===== src/rtl/mem_arb_pkg.sv =====
// Shared types and constants for the two-port memory arbiter.
package mem_arb_pkg;

    typedef enum logic [1:0] {
        ST_IDLE  = 2'd0,
        ST_GRANT = 2'd1,
        ST_GAP   = 2'd2
    } arb_state_t;

    localparam logic PORT_I = 1'b0;
    localparam logic PORT_D = 1'b1;

    localparam int DEFAULT_TIMEOUT = 64;

endpackage


===== src/rtl/mem_arb_rr.sv =====
// Two-way round-robin pick: a lone requester wins, a tie goes to the port
// that was not granted last.
module mem_arb_rr
    import mem_arb_pkg::*;
(
    input  logic req0,
    input  logic req1,
    input  logic last_grant,
    output logic winner,
    output logic valid
);

    always_comb begin
        valid = req0 | req1;
        if (req0 && req1) begin
            winner = ~last_grant;
        end else if (req1) begin
            winner = PORT_D;
        end else begin
            winner = PORT_I;
        end
    end

endmodule


===== src/rtl/mem_arbiter.sv =====
// Arbitrates the I-cache (port 0) and D-cache (port 1) onto one line-wide
// memory bus; the winning request is latched and held until mem_ack_i.
module mem_arbiter
    import mem_arb_pkg::*;
#(
    parameter int ADDR_W  = 32,
    parameter int DATA_W  = 256,
    parameter int TIMEOUT = DEFAULT_TIMEOUT
) (
    input  logic              clk_i,
    input  logic              rst_i,
    input  logic              p0_enable_i,
    input  logic              p0_write_i,
    input  logic [ADDR_W-1:0] p0_addr_i,
    input  logic [DATA_W-1:0] p0_data_i,
    output logic              p0_ack_o,
    output logic [DATA_W-1:0] p0_data_o,
    input  logic              p1_enable_i,
    input  logic              p1_write_i,
    input  logic [ADDR_W-1:0] p1_addr_i,
    input  logic [DATA_W-1:0] p1_data_i,
    output logic              p1_ack_o,
    output logic [DATA_W-1:0] p1_data_o,
    output logic              mem_enable_o,
    output logic              mem_write_o,
    output logic [ADDR_W-1:0] mem_addr_o,
    output logic [DATA_W-1:0] mem_data_o,
    input  logic [DATA_W-1:0] mem_data_i,
    input  logic              mem_ack_i,
    output logic              busy_o,
    output logic              err_o
);

    localparam int WD_W = $clog2(TIMEOUT + 1);

    arb_state_t        state_reg, state_next;
    logic              grant_reg, grant_next;
    logic              last_grant_reg, last_grant_next;
    logic              mem_enable_reg, mem_enable_next;
    logic              mem_write_reg, mem_write_next;
    logic [ADDR_W-1:0] mem_addr_reg, mem_addr_next;
    logic [DATA_W-1:0] mem_data_reg, mem_data_next;
    logic [WD_W-1:0]   wd_reg, wd_next;
    logic              err_reg, err_next;
    logic              rr_winner, rr_valid;
    logic [1:0]        ack_vec;

    mem_arb_rr u_rr (
        .req0       (p0_enable_i),
        .req1       (p1_enable_i),
        .last_grant (last_grant_reg),
        .winner     (rr_winner),
        .valid      (rr_valid)
    );

    always_comb begin
        state_next      = state_reg;
        grant_next      = grant_reg;
        last_grant_next = last_grant_reg;
        mem_enable_next = mem_enable_reg;
        mem_write_next  = mem_write_reg;
        mem_addr_next   = mem_addr_reg;
        mem_data_next   = mem_data_reg;
        wd_next         = wd_reg;
        err_next        = err_reg;
        case (state_reg)
            ST_IDLE: begin
                if (rr_valid) begin
                    state_next      = ST_GRANT;
                    grant_next      = rr_winner;
                    last_grant_next = rr_winner;
                    mem_enable_next = 1'b1;
                    mem_write_next  = rr_winner ? p1_write_i : p0_write_i;
                    mem_addr_next   = rr_winner ? p1_addr_i  : p0_addr_i;
                    mem_data_next   = rr_winner ? p1_data_i  : p0_data_i;
                    wd_next         = '0;
                end
            end
            ST_GRANT: begin
                if (mem_ack_i) begin
                    state_next      = ST_GAP;
                    mem_enable_next = 1'b0;
                    mem_write_next  = 1'b0;
                end else if (wd_reg != WD_W'(TIMEOUT)) begin
                    // Watchdog only flags a stuck memory; the grant stays put.
                    wd_next = wd_reg + 1'b1;
                    if (wd_reg == WD_W'(TIMEOUT - 1)) begin
                        err_next = 1'b1;
                    end
                end
            end
            ST_GAP: begin
                state_next = ST_IDLE;
            end
            default: begin
                state_next = ST_IDLE;
            end
        endcase
    end

    always_ff @(posedge clk_i or negedge rst_i) begin
        if (!rst_i) begin
            state_reg      <= ST_IDLE;
            grant_reg      <= PORT_I;
            last_grant_reg <= PORT_D;
            mem_enable_reg <= 1'b0;
            mem_write_reg  <= 1'b0;
            mem_addr_reg   <= '0;
            mem_data_reg   <= '0;
            wd_reg         <= '0;
            err_reg        <= 1'b0;
        end else begin
            state_reg      <= state_next;
            grant_reg      <= grant_next;
            last_grant_reg <= last_grant_next;
            mem_enable_reg <= mem_enable_next;
            mem_write_reg  <= mem_write_next;
            mem_addr_reg   <= mem_addr_next;
            mem_data_reg   <= mem_data_next;
            wd_reg         <= wd_next;
            err_reg        <= err_next;
        end
    end

    genvar gi;
    generate
        for (gi = 0; gi < 2; gi++) begin : g_ack
            assign ack_vec[gi] = (state_reg == ST_GRANT) && mem_ack_i && (grant_reg == 1'(gi));
        end
    endgenerate

    assign p0_ack_o     = ack_vec[0];
    assign p1_ack_o     = ack_vec[1];
    assign p0_data_o    = mem_data_i;
    assign p1_data_o    = mem_data_i;
    assign mem_enable_o = mem_enable_reg;
    assign mem_write_o  = mem_write_reg;
    assign mem_addr_o   = mem_addr_reg;
    assign mem_data_o   = mem_data_reg;
    assign busy_o       = (state_reg == ST_GRANT);
    assign err_o        = err_reg;

endmodule


===== config.mk =====
export PLATFORM = sky130hd
export DESIGN_NAME = mem_arbiter
export DESIGN_NICKNAME = d
export VERILOG_FILES = /design/src/rtl/mem_arb_pkg.sv /design/src/rtl/mem_arb_rr.sv /design/src/rtl/mem_arbiter.sv
export SDC_FILE = /design/constraint.sdc
export NUM_CORES = 1
export LEC_CHECK = 0
export ABC_CLOCK_PERIOD_IN_PS = 1700
export CAP_MARGIN = 20
export CORE_AREA = 2 2 634 636
export DETAILED_ROUTE_END_ITERATION = 12
export DIE_AREA = 0 0 636 638
export PLACE_DENSITY_LB_ADDON = 0.1
export SYNTH_ARGS = -nofsm -noshare
export SYNTH_HDL_FRONTEND = slang
export SYNTH_SLANG_ARGS = --single-unit

===== constraint.sdc =====
create_clock -name clk_i -period 1.7 [get_ports clk_i]
set_input_delay 0.17 -clock clk_i [delete_from_list [all_inputs] [get_ports clk_i]]
set_output_delay 0.17 -clock clk_i [all_outputs]
set_load 0.1 [all_outputs]

Yosys cells after proc, flatten, opt, wreduce, memory -nomap -nowiden
Index checks and enable logic that the tools add are counted.

Logic and storage cells: 49. Bits of input ports: 839. Bits in registers: 302.

Eq/ne operators: 7. Reductions and logical operators: 11. Mux-type cells: 17. Add/subtract/negate cells: 1. Bitwise logic cells: 4.

Operator list (number): $mux W256 (1); $mux W32 (1); $mux W7 (3); $pmux W7 S2 (1); $reduce_and A4 Y1 (2); $add A7 B1 Y7 const B (1); $eq A7 B6 Y1 const B (1); $ne A7 B7 Y1 const B (1); $mux W1 (6); $ne A2 B2 Y1 const B (3); $logic_and A1 B1 Y1 (4); $mux W2 (2); $pmux W1 S2 (2); $pmux W2 S2 (1); $reduce_and A2 Y1 (2); $not A1 Y1 (3); $reduce_and A3 Y1 (1); $eq A2 B1 Y1 const B (1); $logic_not A2 Y1 (1); $ne A2 B1 Y1 const B (1); $reduce_bool A2 Y1 (1); $or A1 B1 Y1 (1).

Depth between registers and ports, before layout
Depth after elaboration: 5. Mapped depth: 7. Depth with buffers taken out: 5.

By module
A second synthesis with hierarchy kept.

Cells, all modules: 1840. Area, all modules: 17702.0 µm².

Modules (own cells, without submodules): mem_arbiter (times used 1, area an instance 17688.2 µm², cells each 1838); mem_arb_rr (times used 1, area an instance 13.8 µm², cells each 2).

Worst setup path after synthesis
OpenSTA, ideal clock, no wires.

Path type: flip-flop to output port. From: register state_reg[1]. To: output p0_ack_o. Cell stages (with the launch flop): 5. Arrival time: 2.842 ns. Slack: -1.312 ns. Path buffers: 0. Cells stage by stage: dfrtp_1 > nand2b_1 > inv_1 > and2_1 > nor2b_1.

Word-level cells in the longest chain between the ends: 3.

RTL lines: from (decl) (line mem_arbiter.sv:36) `arb_state_t state_reg, state_next;`; from (signal assigned) (line mem_arbiter.sv:113) `state_reg <= state_next;`; $eq A2 B1 Y1; net busy_o (line mem_arbiter.sv:30) `output logic busy_o,`; $logic_and A1 B1 Y1 (2 in a row) (line mem_arbiter.sv:128) `assign ack_vec[gi] = (state_reg == ST_GRANT) && mem_ack_i && (grant_reg == 1'(gi));`; to (decl) (line mem_arbiter.sv:16) `output logic p0_ack_o,`.

The timed path passes the listed nets, and every way through them passes these cells.

Worst setup path in the final report
From: register state_reg[1]. To: output p0_ack_o.

Word-level cells in the longest chain between the ends: 3.

RTL lines (line): $eq A2 B1 Y1 (mem_arbiter.sv:128); $logic_and A1 B1 Y1 (2 in a row) (mem_arbiter.sv:128).

No other way between the ends.

==> metrics <==
Final TNS setup=-26390 ps; routed wire length=approximately 220000 um; Starting Density=under 10%; FF+latch count, synth=302; final setup violation count=about 250; via count=20000; RSZ-0062 raised after global routing=yes; Rel. slew slack=55.6%; min Tclk post-route=2130 ps; DR pass1 iterations=5; syn_nets=approximately 3000; final HPWL from detailed placement=about 180000 um; violated checks=negative setup slack; max reg flops=~260; Post-DRT Antenna Nets=0; busiest grt layer=met2; Finished Cell Area=42600 sq um; Area Growth Syn to Fin=144%; DP Area=approximately 31000 sq um; status=complete, but fails checks; H-tree Lvls=2; M2 GR Usage=roughly a fifth; CP max-delay cell=dfrtp_1; buffers plus inverters on the worst setup path=3; max-slew violations=0; clock-pin slew on the worst setup and hold paths=approximately 60 ps; Crit Path Class=flop to output pin; commonest non-fill, non-tap cell in the layout=clkdlybuf4s50_1; I/O pin cnt=about 1600; Syn Inst Count=roughly 2200; met3 Use GR=under 10%; largest net degree at the start of global routing=approximately 50; Die W=roughly 640 um; CTS tree=done; number of port buffers=876; Synth cell types=29; Skew-Pair Late Insertion Delay=740 ps; fmax=around 470 MHz; first-pass GRT wire length=273000 um; Ys Warns=0; DR WL/cell=between 20 and 30 um; Seq/Total Area, Yosys=between 40% and 50%; die area=~410000 sq um; RD Place Congestion=between 0.7 and 0.8; Hold Crit Class=primary input to flop; Worst Path Required=1530 ps; P_leak=between 15 and 20 nW; Hold Crit Depth=3; Final Hold Viols=0; initial antenna violation count=73; GRT Residual Overflow=0; Max-Cap Viols=0; WP depth=6; cell family with most CP delay=simple AND/OR/NAND/NOR gates; commonest cells after routing, fill and taps aside=581 x clkdlybuf4s50_1, 555 x nand2_1, 480 x dlygate4sd3_1; Tot Pwr=just over 80 mW; peak supply drop=roughly 0.86 mV; CP cell instances=buf_6 -> nand2b_4 -> clkinvlp_4 -> and2_4 -> nor2b_4 -> buf_12; area of the core=around 400000 sq um; Crit Path Max Fanout=4; type of origin of the critical path=flop; Tcrit/Tclk final=126%; power per cell area=1950 nW/um^2; clock skew=83.2 ps; crit path DAT=roughly 2000 ps; CTS Buf Count=55; R2R cell count=10; placed instance count=just under 8000; First DRT Iteration DRCs=around 820; vias in the first global route=roughly 21000; Crit. End Element=output pin; GRT Util Overall=10.5%; syn_area_per_cell=8.12 sq um; # nets final=approximately 4000; Clock Sink Count=between 300 and 400; clock root cell=clkbuf_16; die height=about 640 um; Synth Cell Area=between 15000 and 20000 sq um; CP peak stage delay=between 300 and 400 ps; row count=between 200 and 250; Vias/cell=around 2.3; DR DRC count=0; slew at the pin closest to its max-slew limit=666 ps; met1 usage=under 10%; final setup margin=-434 ps; clock tree buffer depth=3; share of cells above drive strength 1=between 20% and 30%; Layout Cells excl Fill=between 8000 and 9000
==> per-layer routing <==
layer  wire length, um  part of all wire [%]
met4              8490                   3.8
met2            118000                    53
met1             67600                    30
met3             29300                    13
met5               616                  0.27
==> kinds of logic after synthesis <==
| kind of cell | Yosys count | share of synthesized area (%) |
|---|---|---|
| mux | 2 | 0.114 |
| compound gates | 303 | 10.8 |
| fa+ha+maj | 2 | 0.143 |
| buf+inv | 648 | 26.1 |
| simple gates | 897 | 19.5 |
| xor+xnor | 1 | 0.0501 |
| flops | 302 | 43.2 |
==> power by group <==
part | switching [mW] | internal (mW)
Clock | 5.13 | 6.68
Sequential | 3.75 | 10.7
Combinational | 37.4 | 19.5
Total | 46.3 | 36.9
==> through the flow <==
stage | setup slack, ps | utilization, % | hold WS [ps]
6_report | -434 | 10.7 | 92.9
5_1_grt | -571 | 10.7 | 48.6
4_1_cts | -581 | 10.5 | 0.856
3_5_place_dp | -674 | 7.85 | 341
3_3_place_gp | -674 | 7.85 | 341
2_1_floorplan | -134 | - | -126
==> synthesized netlist by cell type <==
cell | instances | area [sq um]
xnor2_1 | 1 | 8.76
or3_1 | 1 | 6.26
nor3_1 | 2 | 10.0
nor2b_1 | 2 | 12.5
nor2_1 | 292 | 1100
buf_2 | 52 | 260
clkbuf_1 | 35 | 131
inv_1 | 8 | 30.0
dfstp_2 | 1 | 26.3
nor4_1 | 2 | 12.5
o22ai_1 | 2 | 12.5
and2_1 | 3 | 18.8
a21o_1 | 1 | 7.51
a31oi_1 | 288 | 1800
o21ai_0 | 7 | 35.0
nand2_1 | 582 | 2180
dfrtp_1 | 301 | 7530
nand2b_1 | 4 | 25.0
or2_2 | 1 | 6.26
buf_4 | 553 | 4150
o41ai_1 | 1 | 8.76
o31ai_1 | 2 | 15.0
o311ai_0 | 1 | 8.76
and3_1 | 2 | 12.5
mux2i_1 | 2 | 20.0
nor3_2 | 1 | 10.0
o21a_1 | 1 | 7.51
ha_1 | 2 | 25.0
nand3_1 | 5 | 25.0
==> cell type report <==
class,count,area (sq um)
Antenna cell,20,50.0
Clock buffer,86,1620
Clock inverter,12,158
Fill cell,46000,356000
Inverter,8,33.8
Multi-Input combinational cell,1205,6040
Sequential cell,302,7580
Tap cell,5265,6590
Timing Repair Buffer,1694,20600
==> tightest hold or removal path, stage by stage <==
cell and delay [ps]:
clkdlybuf4s50_1 400, nand2_1 70, a31oi_1 70
==> timing repair <==
action                                  4_1_cts  5_1_grt
buffers inserted                             90       36
gates cloned                                 52       15
pin swaps                                    31        5
hold buffers                                480        0
endpoints found under the hold margin       581        0
resized for setup                           444       85
endpoints found under the setup margin      326      309
==> worst paths after layout <==
| path | startpoint | endpoint | slack (ps) |
|---|---|---|---|
| setup reg to reg | state_reg[1] | mem_data_o[102] | -210 |
| setup / recovery | state_reg[1] | p0_ack_o | -430 |
| hold reg to reg | last_grant_reg | last_grant_reg | 510 |
| min in group asynchronous | rst_i | mem_data_o[162] | 150 |
| hold / removal | p0_data_i[6] | mem_data_o[6] | 90 |
| max in group asynchronous | rst_i | mem_data_o[37] | 920 |
No activity file was read; power rests on OpenSTA's default activity.
==> variant 1, RTL diff (same settings) <==
Register the output `err_o` once more, without a reset; this adds one clock of latency there. The other outputs are not delayed to match.
--- a/src/rtl/mem_arbiter.sv
+++ b/src/rtl/mem_arbiter.sv
@@ -138,7 +138,9 @@
     assign mem_addr_o   = mem_addr_reg;
     assign mem_data_o   = mem_data_reg;
     assign busy_o       = (state_reg == ST_GRANT);
-    assign err_o        = err_reg;
+    always_ff @(posedge clk_i) begin
+        err_o <= err_reg;
+    end
 
 endmodule
 
Check against the original RTL: not settled (the Yosys comparison gave no result); the edit may change what the design does.
==> variant 1 against the unedited design <==
The flow still finishes with violations (setup timing); sequential cell count is 1 higher; non-clock buffer count is 84 lower; register-to-register slack better by 0.07 ns; combinational power is 1% lower; area after synthesis is 0.11% higher; total power is 0.80% lower; critical path depth stayed put; cell area is 2.3% lower; wire length is 2.3% lower; setup slack better by 0.021 ns; first-iteration DRC count is 13% higher; largest cell class unchanged.
==> variant 1: results (changes against the unedited design) <==
[metrics] outcome: complete, but fails checks
[metrics] violations in the final reports: setup timing
[metrics] fraction of standard cell area in multi-input logic: 0.148 (+0.00676)
[metrics] hold slack final: 0.0772 ns (-0.0158 ns)
[metrics] number of distinct library cell variants in the gate-level netlist after synthesis: 30 (+3.4%)
[metrics] critical path fanouts, max: 3 (-1)
[metrics] drt first-iter violations: 929 (+13%)
[metrics] post-synthesis mux area share: 0.00114 (-0.00000131)
[metrics] most area-consuming cells after synthesis: sky130_fd_sc_hd__dfrtp_1 43%, sky130_fd_sc_hd__buf_4 24%, sky130_fd_sc_hd__nand2_1 12%
[metrics] Max rail drop VDD: 1020 µV (+18%)
[metrics] Global Route met2 Usage: 0.185 (-0.0125)
[metrics] global-route wire length before repair: 267000 µm (-2.2%)
[metrics] number of clock buffers inserted by TritonCTS: 56 (+1.8%)
[metrics] fraction of synthesis flops using an asynchronous set or reset pin: 0.997 (-0.00330)
[metrics] average wire length per cell after detail routing: 25.7 µm (-1.3%)
[metrics] diodes inserted: 16 (-20%)
[metrics] Seq/Total Area, Yosys: 0.433 (+0.000649)
[metrics] Met1 Wirelength: 69200 µm (+2.5%)
[metrics] Synth Area in Compound Gates: 0.108 (-0.000124)
[metrics] via count of the routed design: 19.8k (-0.95%)
[metrics] number of filler cells placed in the layout: 46.1k (+0.21%)
[metrics] number of nets in the final layout: 4025 (-2.0%)
[metrics] hold path startpoint: p1_data_i[73]
[metrics] bufs w/o clock: 1610 (-5.0%)
[metrics] worst-case clock skew: 0.0251 ns (-0.0581 ns)
[metrics] PnR worst setup slack: -0.414 ns (+0.0206 ns)
[metrics] met3 routed WL: 29000 µm (-1.1%)
[metrics] mean area per synthesized cell: 8.13 µm² (about the same)
[metrics] Syn Inst Count: 2156 (+0.046%)
[metrics] sum of negative setup slack: -16.11 ns (+10.27 ns)
[metrics] via count of the first global-routing pass: 21.4k (-0.22%)
[metrics] fraction of final layout cells sized beyond drive strength 1: 0.249 (-0.0176)
[metrics] count of clock tree sinks: 303 (+0.33%)
[metrics] end point of the most critical hold path: mem_data_o[73]
[metrics] P per Cell Area: 1980 nW/µm² (+1.5%)
[metrics] detailed-route wire length: 219000 µm (-2.3%)
[metrics] WL met2: 112000 µm (-5.5%)
[metrics] H-tree lvl count: 2 (unchanged)
[metrics] data-path buffer share of cell area in the final layout: 0.465 (-0.0168)
[metrics] portion of the layout cell area used by clock cells: 0.0439 (+0.00218)
[metrics] final RePlAce weighted congestion: 0.718 (-0.50%)
[metrics] P_leak: 0.0153 µW (-3.3%)
[metrics] reg2reg setup slack: -0.14 ns (+0.07 ns)
[metrics] arrival time reported for the critical path endpoint: 1.94 ns (-0.02 ns)
[metrics] Setup Viol. Count Final: 239 (-2.4%)
[metrics] Placement Cell Area: 31100 µm² (-0.61%)
[metrics] largest net degree at the start of global routing: 50 (-2.0%)
[metrics] clock insertion delay at the later pin of the skew report: 0.71 ns (-0.03 ns)
-- variant 1: repair_timing --
| item | 4_1_cts | 5_1_grt |
|---|---|---|
| hold endpoints to repair | 582 | 0 |
| endpoints found under the setup margin | 153 | 317 |
| gates resized for setup | 253 | 123 |
| setup buffers | 65 | 36 |
| hold buffers | 459 | 0 |
| pin swaps | 4 | 18 |
| cloned | 58 | 18 |
-- variant 1: power groups by stage --
stage / Clock [µW] / Combinational (µW) / Sequential (µW)
after floorplan: 0 / 11500 / 37500
after global placement: 0 / 49500 / 14300
after detailed placement: 0 / 49400 / 14300
after CTS: 13000 / 56000 / 14300
after global routing: 13200 / 58200 / 14800
final: 12200 / 56100 / 14200
-- variant 1: metrics by stage --
stage	setup slack (ns)	utilization
final	-0.414	0.105
after floorplan	-0.134	-
after global placement	-0.689	0.0780
after global routing	-0.527	0.104
after detailed placement	-0.669	0.0780
after CTS	-0.537	0.102
==> variant 2, RTL diff (same settings) <==
Made on the original files. The package constant `DEFAULT_TIMEOUT` goes from 64 to 32.
--- a/src/rtl/mem_arb_pkg.sv
+++ b/src/rtl/mem_arb_pkg.sv
@@ -10,7 +10,7 @@
     localparam logic PORT_I = 1'b0;
     localparam logic PORT_D = 1'b1;
 
-    localparam int DEFAULT_TIMEOUT = 64;
+    localparam int DEFAULT_TIMEOUT = 32;
 
 endpackage
 
Check against the original RTL: not settled (the Yosys comparison gave no result); the edit may change what the design does.
==> variant 2 against the unedited design <==
The flow still finishes with violations (setup timing); cell area shrank 14%; utilization shrank 1.5 points; area after synthesis grew 2.2%; setup slack gained 0.13 ns; total power shrank 13%; wire length shrank 17%; sequential cell count shrank 1; hold slack gained 0.014 ns; clock skew shrank 0.029 ns; clock power grew 10%.
==> variant 2: results (changes against the unedited design) <==
[metrics] average wire length per cell after detail routing: 23.6 µm (-9.6%)
[metrics] Slew @ Worst Pin: 0.467 ns (-0.198 ns)
[metrics] Placement Cell Area: 30100 µm² (-3.7%)
[metrics] number of nets in the final layout: 3390 (-17%)
[metrics] overall routing resource usage: 0.0890 (-0.0164)
[metrics] PnR worst setup slack: -0.309 ns (+0.125 ns)
[metrics] fraction of final layout cells sized beyond drive strength 1: 0.253 (-0.0139)
[metrics] critical path fanouts, max: 3 (-1)
[metrics] via count of the first global-routing pass: 17.2k (-20%)
[metrics] P_leak: 0.0141 µW (-11%)
[metrics] violations in the final reports: setup timing
[metrics] outcome: complete, but fails checks
[metrics] largest net degree at the start of global routing: 63 (+24%)
[metrics] global-route wire length before repair: 227000 µm (-17%)
[metrics] Setup Viol. Count Final: 131 (-47%)
[metrics] sum of negative setup slack: -6.48 ns (+19.90 ns)
[metrics] source of the critical timing path: state_reg[0]
[metrics] worst-case clock skew: 0.0547 ns (-0.0285 ns)
[metrics] number of antenna violations at the first check in global routing: 122 (+67%)
[metrics] number of filler cells placed in the layout: 46.1k (+0.28%)
[metrics] Post-DP HPWL: 159000 µm (-13%)
[metrics] final RePlAce weighted congestion: 0.709 (-1.7%)
[metrics] FF-to-FF Start: last_grant_reg
[metrics] Seq/Total Area, Yosys: 0.421 (-0.0105)
[metrics] number of distinct library cell variants in the gate-level netlist after synthesis: 32 (+10%)
[metrics] mean area per synthesized cell: 9.79 µm² (+20%)
[metrics] Max rail drop VDD: 929 µV (+8.1%)
[metrics] hold path startpoint: p0_data_i[213]
[metrics] net count after synthesis: 2668 (-11%)
[metrics] drt first-iter violations: 560 (-32%)
[metrics] arrival time reported for the critical path endpoint: 1.84 ns (-0.12 ns)
[metrics] most area-consuming cells after synthesis: sky130_fd_sc_hd__dfrtp_1 42%, sky130_fd_sc_hd__buf_4 22%, sky130_fd_sc_hd__mux2i_1 16%
## variant 2: worst paths after layout
path,depth (start not counted),end,slack (ns)
worst min register to register,2,mem_data_o[136],0.48
worst max-delay path,6,p1_ack_o,-0.31
worst max register to register,9,mem_data_o[190],-0.17
worst min-delay path,3,mem_data_o[213],0.11
max in group asynchronous,4,mem_data_o[58],1.00
min in group asynchronous,3,mem_data_o[202],0.16
## variant 2: report_power, final
| part | leakage (µW) | internal [µW] | total, µW | switching (µW) |
|---|---|---|---|---|
| clock network | 0.000980 | 7910 | 13000 | 5060 |
| logic | 0.00944 | 12900 | 46300 | 33400 |
| registers | 0.00371 | 10600 | 13300 | 2760 |
## variant 2: worst reg2reg max path, delay by kind of cell (launching register included)
family,cells,cell delay [ns]
buffers and inverters,5,0.72
flip-flops,1,0.55
multiplexers,1,0.23
AND/OR/NAND/NOR,2,0.18
AO/OA/AOI/OAI,1,0.08
## variant 2: cells by family (layout without fill, tap and decap cells)
group	count (synthesis)	after routing	synth area share
compound gates	304	304	0.0859
simple gates	314	314	0.0681
mux	290	290	0.162
other cells	0	26	0
buf+inv	615	1384	0.260
flops	301	301	0.421
fa+ha+maj	2	2	0.00140
xor+xnor	1	1	0.000490
## variant 2: per-layer routing
metal	global-route usage	up-vias	routed length, µm
met3	0.0642	360	28500
met4	0.0233	76	5430
met2	0.144	1168	86300
met1	0.0895	7476	64400
li1	-	7086	-
met5	0.0213	-	1520
## variant 2: cell type report
class                   count  area share
clock buffers              92      0.0479
inverters                   7    0.000818
well taps                5265       0.180
flip-flops and latches    301       0.206
multi-input cells         911       0.172
diodes                     26     0.00177
clock inverters            13     0.00730
repair buffers           1272       0.385
## variant 2: what timing repair did
| item | in CTS | in global routing |
|---|---|---|
| setup endpoints to repair | 364 | 248 |
| resized for setup | 437 | 122 |
| endpoints found under the hold margin | 456 | 0 |
| hold buffers | 219 | 0 |
| pin swaps | 5 | 25 |
| gates cloned | 14 | 1 |
| buffers inserted | 63 | 18 |
## variant 2: through the flow
step / setup slack (ns) / total power [µW] / utilization / hold WS (ns) / std cells
final: -0.309 / 72600 / 0.0921 / 0.107 / 7887
after global routing: -0.467 / 76100 / 0.0919 / 0.0434 / 7866
after CTS: -0.484 / 74600 / 0.0914 / 0.000237 / 7862
after detailed placement: -0.696 / 57000 / 0.0756 / 0.117 / 7477
after global placement: -0.682 / 57100 / 0.0756 / 0.110 / 7477
after floorplan: -0.118 / 47500 / - / -0.126 / 1827
